==> src/rtl/odometer_meas_ctrl.sv <==
// odometer_meas_ctrl: sequences odometer load/stress/measure campaigns; define ODO_CTRL_MINMAX_EN for MIN_COUNT/MAX_COUNT tracking
module odometer_meas_ctrl #(
  parameter int MEAS_CYCLES   = 256,
  parameter int SETTLE_CYCLES = 4
) (
  input  logic        CLK,
  input  logic        RESETB,
  input  logic        CFG_VALID,
  output logic        CFG_READY,
  input  logic [1:0]  CFG_SEL,
  input  logic        CFG_AC_DC,
  input  logic [15:0] CFG_STRESS_CYCLES,
  input  logic [3:0]  CFG_NUM_MEAS,
  output logic        LOAD,
  output logic        SEL_INV97,
  output logic        SEL_INV99,
  output logic        SEL_INV101,
  output logic        START,
  output logic        AC_DC,
  output logic        MEAS_TRIG,
  input  logic [11:0] BF_COUNT,
  output logic        RES_VALID,
  input  logic        RES_READY,
  output logic [11:0] RES_DATA,
  output logic [3:0]  RES_IDX,
  output logic        BUSY,
`ifdef ODO_CTRL_MINMAX_EN
  output logic [11:0] MIN_COUNT,
  output logic [11:0] MAX_COUNT,
`endif
  output logic        DONE
);
  typedef enum logic [2:0] {S_IDLE, S_LOAD, S_STRESS, S_MEAS, S_SETTLE, S_CAPTURE, S_WAIT_RD, S_FINISH} state_t;
  state_t state_q, state_d;
  logic [15:0] cnt_q, cnt_d, stress_q, stress_d;
  logic [3:0] idx_q, idx_d, num_q, num_d, res_idx_q, res_idx_d;
  logic [2:0] sel_q, sel_d;
  logic [11:0] res_data_q, res_data_d, min_q, min_d, max_q, max_d;
  logic ac_dc_q, ac_dc_d, load_q, load_d, start_q, start_d, trig_q, trig_d;
  logic rdy_q, rdy_d, busy_q, busy_d, done_q, done_d, res_valid_q, res_valid_d;
  // next-state, counters and registered output values derived from the state being entered
  always_comb begin
    state_d = state_q;
    cnt_d = cnt_q;
    stress_d = stress_q;
    num_d = num_q;
    idx_d = idx_q;
    sel_d = sel_q;
    ac_dc_d = ac_dc_q;
    res_data_d = res_data_q;
    res_idx_d = res_idx_q;
    min_d = min_q;
    max_d = max_q;
    case (state_q)
      S_IDLE: if (CFG_VALID && rdy_q) begin
        state_d = S_LOAD;
        stress_d = CFG_STRESS_CYCLES;
        num_d = CFG_NUM_MEAS == 4'd0 ? 4'd1 : CFG_NUM_MEAS;
        idx_d = 4'd0;
        sel_d = CFG_SEL == 2'd0 ? 3'b001 : CFG_SEL == 2'd2 ? 3'b100 : 3'b010;
        ac_dc_d = CFG_AC_DC;
        min_d = 12'hFFF;
        max_d = 12'h000;
      end
      S_LOAD: begin
        state_d = stress_q == 16'd0 ? S_MEAS : S_STRESS;
        cnt_d = 16'd0;
      end
      S_STRESS: begin
        state_d = cnt_q == stress_q - 16'd1 ? S_MEAS : S_STRESS;
        cnt_d = cnt_q == stress_q - 16'd1 ? 16'd0 : cnt_q + 16'd1;
      end
      S_MEAS: begin
        state_d = cnt_q == 16'(MEAS_CYCLES - 1) ? S_SETTLE : S_MEAS;
        cnt_d = cnt_q == 16'(MEAS_CYCLES - 1) ? 16'd0 : cnt_q + 16'd1;
      end
      S_SETTLE: begin
        state_d = cnt_q == 16'(SETTLE_CYCLES - 1) ? S_CAPTURE : S_SETTLE;
        cnt_d = cnt_q == 16'(SETTLE_CYCLES - 1) ? 16'd0 : cnt_q + 16'd1;
      end
      S_CAPTURE: begin
        state_d = S_WAIT_RD;
        res_data_d = BF_COUNT;
        res_idx_d = idx_q;
        min_d = BF_COUNT < min_q ? BF_COUNT : min_q;
        max_d = BF_COUNT > max_q ? BF_COUNT : max_q;
      end
      S_WAIT_RD: if (RES_READY && res_valid_q) begin
        state_d = idx_q + 4'd1 < num_q ? (stress_q == 16'd0 ? S_MEAS : S_STRESS) : S_FINISH;
        idx_d = idx_q + 4'd1 < num_q ? idx_q + 4'd1 : idx_q;
        cnt_d = 16'd0;
      end
      default: state_d = S_IDLE;
    endcase
    sel_d = state_d == S_IDLE || state_d == S_FINISH ? 3'b000 : sel_d;
    ac_dc_d = state_d == S_IDLE || state_d == S_FINISH ? 1'b0 : ac_dc_d;
    load_d = state_d == S_LOAD;
    start_d = state_d == S_STRESS;
    trig_d = state_d == S_MEAS;
    res_valid_d = state_d == S_WAIT_RD;
    busy_d = state_d != S_IDLE;
    done_d = state_d == S_FINISH;
    rdy_d = state_d == S_IDLE;
  end
  // state and all outputs registered; synchronous active-low reset returns to IDLE
  always_ff @(posedge CLK) begin
    if (!RESETB) begin
      state_q <= S_IDLE;
      cnt_q <= '0;
      stress_q <= '0;
      num_q <= '0;
      idx_q <= '0;
      sel_q <= '0;
      ac_dc_q <= 1'b0;
      res_data_q <= '0;
      res_idx_q <= '0;
      min_q <= 12'hFFF;
      max_q <= 12'h000;
      load_q <= 1'b0;
      start_q <= 1'b0;
      trig_q <= 1'b0;
      res_valid_q <= 1'b0;
      busy_q <= 1'b0;
      done_q <= 1'b0;
      rdy_q <= 1'b0;
    end else begin
      state_q <= state_d;
      cnt_q <= cnt_d;
      stress_q <= stress_d;
      num_q <= num_d;
      idx_q <= idx_d;
      sel_q <= sel_d;
      ac_dc_q <= ac_dc_d;
      res_data_q <= res_data_d;
      res_idx_q <= res_idx_d;
      min_q <= min_d;
      max_q <= max_d;
      load_q <= load_d;
      start_q <= start_d;
      trig_q <= trig_d;
      res_valid_q <= res_valid_d;
      busy_q <= busy_d;
      done_q <= done_d;
      rdy_q <= rdy_d;
    end
  end
  assign CFG_READY = rdy_q;
  assign LOAD = load_q;
  assign {SEL_INV101, SEL_INV99, SEL_INV97} = sel_q;
  assign START = start_q;
  assign AC_DC = ac_dc_q;
  assign MEAS_TRIG = trig_q;
  assign RES_VALID = res_valid_q;
  assign RES_DATA = res_data_q;
  assign RES_IDX = res_idx_q;
  assign BUSY = busy_q;
  assign DONE = done_q;
`ifdef ODO_CTRL_MINMAX_EN
  assign MIN_COUNT = min_q;
  assign MAX_COUNT = max_q;
`endif
endmodule

==> config.mk <==
export PLATFORM = sky130hd
export DESIGN_NAME = odometer_meas_ctrl
export DESIGN_NICKNAME = d
export VERILOG_FILES = /design/src/rtl/odometer_meas_ctrl.sv
export SDC_FILE = /design/constraint.sdc
export NUM_CORES = 1
export LEC_CHECK = 0
export CORE_AREA = 2 2 91 93
export CTS_CLUSTER_DIAMETER = 150
export DETAILED_ROUTE_END_ITERATION = 10
export DIE_AREA = 0 0 93 95
export PLACE_DENSITY = 0.76
export SETUP_SLACK_MARGIN = 0.02
export SKIP_LAST_GASP = 1
export SYNTH_ARGS = -nofsm -noshare
export SYNTH_HDL_FRONTEND = slang
export SYNTH_SLANG_ARGS = --single-unit
export TNS_END_PERCENT = 30
==> constraint.sdc <==
create_clock -name CLK -period 2.5 [get_ports CLK]
set_input_delay 0.25 -clock CLK [delete_from_list [all_inputs] [get_ports CLK]]
set_output_delay 0.25 -clock CLK [all_outputs]
set_load 0.1 [all_outputs]
==> out/metrics.cfg <==
[status]
status=finished, violations left
violations=negative setup slack

[layout]
n_antenna_cell=0
nNetsFinal=627
drive_gt1_share_pct=25.6
areaGrowthSynthToFinish_pct=40.8

[die]
fp.dieW_um=93
num_rows=33
die_area_um2=8840
ioPinCount=66
start_util_pct=46.5
coreArea_um2=7930
dieHeight_um=95

[timing]
skew_ns=0.0118
min_period_over_period_pct=102
finalHoldViolCount=0
max_slew_margin_pct=70.8
worst_pin_slew_ns=0.435
fmax_mhz=391
period_needed_ns=2.56
rsz0062_at_grt=yes
setup_tns_ns=-0.0596
final-max-slew-violation-count=0
hold_slack_ns=0.454
setup_ws_ns=-0.0592
setup_viol=2

[pwr]
p_sw_w=0.00106
internal_power_w=0.00200
clock_power_share_pct=27.8
combPwrFrac_pct=32.8
p_leak_nw=2.17
swShare_pct=34.5
p_per_area_nw_per_um2=589
p_seq_share_pct=39.4
ir_drop_uv=398

[yosys]
ys.flop_type=dfxtp_1
syn_area_per_cell_um2=7.87
synth.top_cells.by_area=dfxtp_1 (38%), nand2_1 (10%), a21boi_0 (7.1%), xor2_1 (3.3%), o21ai_0 (3.3%)
syn-num-nets=514
ys_ff_latch=70
synthArstFlopShare_pct=0
synth_edf_count=0
netlist_instances=469
ys_seq_area_share_pct=38.0
post_synth_num_cell_types=54
synth_top_area_cell=dfxtp_1
synth_top_area_share_pct=38.0
synth_area_um2=3690
yosys_warnings=0

[route]
remaining_drc_errors=0
dr.pass1.iters=4
drtIter0Drc=250
wl_per_cell_um=14.2
routed_wl_um=9850
met1_length_um=4470
wl_met2_um=4810
ant_nets=0
viasPerCell=5.35
vias=3701
dr_wl_met3_um=461
maxUsedRoutingLayer=met4

[clock_tree]
insertion_delay_ns=0.35
cts_max_level=3
cts_tree=yes
cts.path.max_buffers=2
clkSinkCount=70
clock-root-buffer=clkbuf_8
cts_buffers=9
clk_pin_slew_ns=0.08

[critical_path]
path_cells=or4_4, or4_4, o211ai_2, nor4b_4, buf_4, o21ba_4, or3_1, o211ai_2
r2r-start=stress_q[10]
crit_type=flop to flop
cp_slowest_cell=or4_4
crit_arrival_ns=2.83
reg2reg_to=cnt_q[14]
r2r_cells=8
max_stage_delay_ns=0.58
crit_fanout=6
cp-end-kind=flop
cp-start-kind=flop
crit_required_ns=2.77
rrSetupSlack_ns=-0.06

[placement]
dp_hpwl_um=7160
portBuffers=65
place_congestion=0.892

[min_path]
min_to=RES_DATA[10]
hold_class=input port to flop
min_path_cells=3
min_from=BF_COUNT[10]

[global_routing]
grt_max_degree=43
gr-total-overflow=0
grt_util_all_layers_pct=22.5
grt_pass1_wl_um=16100
antenna_found_initial=0
grt_pass1_vias=3542

[run]
drv_cap=0

worst max-delay path by stage:
stage	start	to	cells after the start
after CTS	stress_q[2]	cnt_q[7]	10
after global routing	stress_q[10]	cnt_q[14]	8
after floorplan	RES_VALID	cnt_q[5]	7
after detailed placement	stress_q[2]	cnt_q[7]	10
final	stress_q[10]	cnt_q[14]	8
after global placement	stress_q[2]	cnt_q[7]	10
logic make-up (layout without fill, tap and decap cells):
group	count (synthesis)	in the layout	synth area share (%)
DFF	70	70	38.0
xor gates and xnor gates	23	23	5.46
and+or+nand+nor	219	219	29.5
buffers and inverters	36	153	3.90
AOI/OAI and AO/OA	115	116	21.1
adders and majority gates	6	6	2.03
placed cells by master, fill, tap and decap left out, types with 8 or more instances in the layout:
cell type / n
clkdlybuf4s50_1: 38
dfxtp_1: 64
inv_1: 10
a21oi_1: 14
o21ai_0: 21
clkbuf_8: 10
xor2_1: 14
a21o_1: 11
a21boi_0: 35
nor2_1: 25
nand2_1: 99
nor3_1: 13
buf_4: 85
nand3_1: 14
nor3b_1: 8
sequential cells by signal, summed over array words and instances (netlist names), 3 cells and up:
signal    flops
cnt_q        16
num_q         4
stress_q     16
state_q       3
RES_DATA     12
RES_IDX       4
idx_q         4
sel_q         3
metrics by stage:
step	std cells	worst slack (ns)	cell area (um^2)	util, %	total power, W
after floorplan	469	0.133	3690	-	0.00178
after global placement	670	-0.100	4740	59.8	0.00207
after detailed placement	670	-0.226	4740	59.8	0.00209
after CTS	686	0.0170	4950	62.4	0.00295
after global routing	692	-0.109	5190	65.5	0.00320
final	692	-0.0592	5190	65.5	0.00306
power by group through the flow:
| stage | Sequential, W | Combinational [W] | Clock [W] |
|---|---|---|---|
| final | 0.00121 | 0.00100 | 0.000852 |
| after CTS | 0.00121 | 0.000883 | 0.000862 |
| after floorplan | 0.00132 | 0.000459 | 0 |
| after global routing | 0.00122 | 0.00108 | 0.000910 |
| after global placement | 0.00123 | 0.000843 | 0 |
| after detailed placement | 0.00123 | 0.000858 | 0 |
worst max-delay path, delay by kind of cell (launching register included):
kind / cells / cell delay, ns
and+or+nand+nor: 4 / 1.59
AOI/OAI and AO/OA: 3 / 0.42
buffers and inverters: 1 / 0.15
DFF: 1 / 0.32
final cells by class:
class | count | area [um^2]
clock buffers | 10 | 138
clock inverters | 6 | 43.8
fillers | 680 | 2730
inverters | 10 | 37.5
multi-input cells | 364 | 2350
flip-flops and latches | 70 | 1410
well taps | 105 | 131
repair buffers | 127 | 1080
Yosys cell counts, types with 2 or more instances:
cell type,number
xor2_1,14
o21ai_1,3
a31oi_1,2
o21a_1,2
nand3_1,17
or4_1,5
nor4_1,5
inv_1,10
nand2b_1,2
a21oi_1,18
xnor2_1,9
a21boi_0,35
and3b_1,2
and3_1,9
o2bb2ai_1,2
o21ai_0,24
nand2_1,99
and2_1,4
o211ai_2,2
nor2b_1,7
clkbuf_1,24
nor2_1,26
nand3b_1,2
dfxtp_1,70
or4_4,2
nor3_1,16
ha_1,6
a21o_1,11
nor3b_1,9
nand4_1,4
nor4b_1,3
o22ai_1,2
or3_1,2
repair_timing:
item / 4_1_cts / 5_1_grt
endpoints found under the setup margin: 12 / 26
setup buffers: 0 / 5
cloned: 0 / 1
hold buffers: 0 / 0
pin swaps: 0 / 16
resized for setup: 5 / 44
per-layer routing:
metal  GRT usage, %  vias up
li1               -     1865
met3           4.55        9
met5              0        -
met4           7.72        0
met2           37.5       88
met1           29.2     1739
No activity file was read; power rests on OpenSTA's default activity.
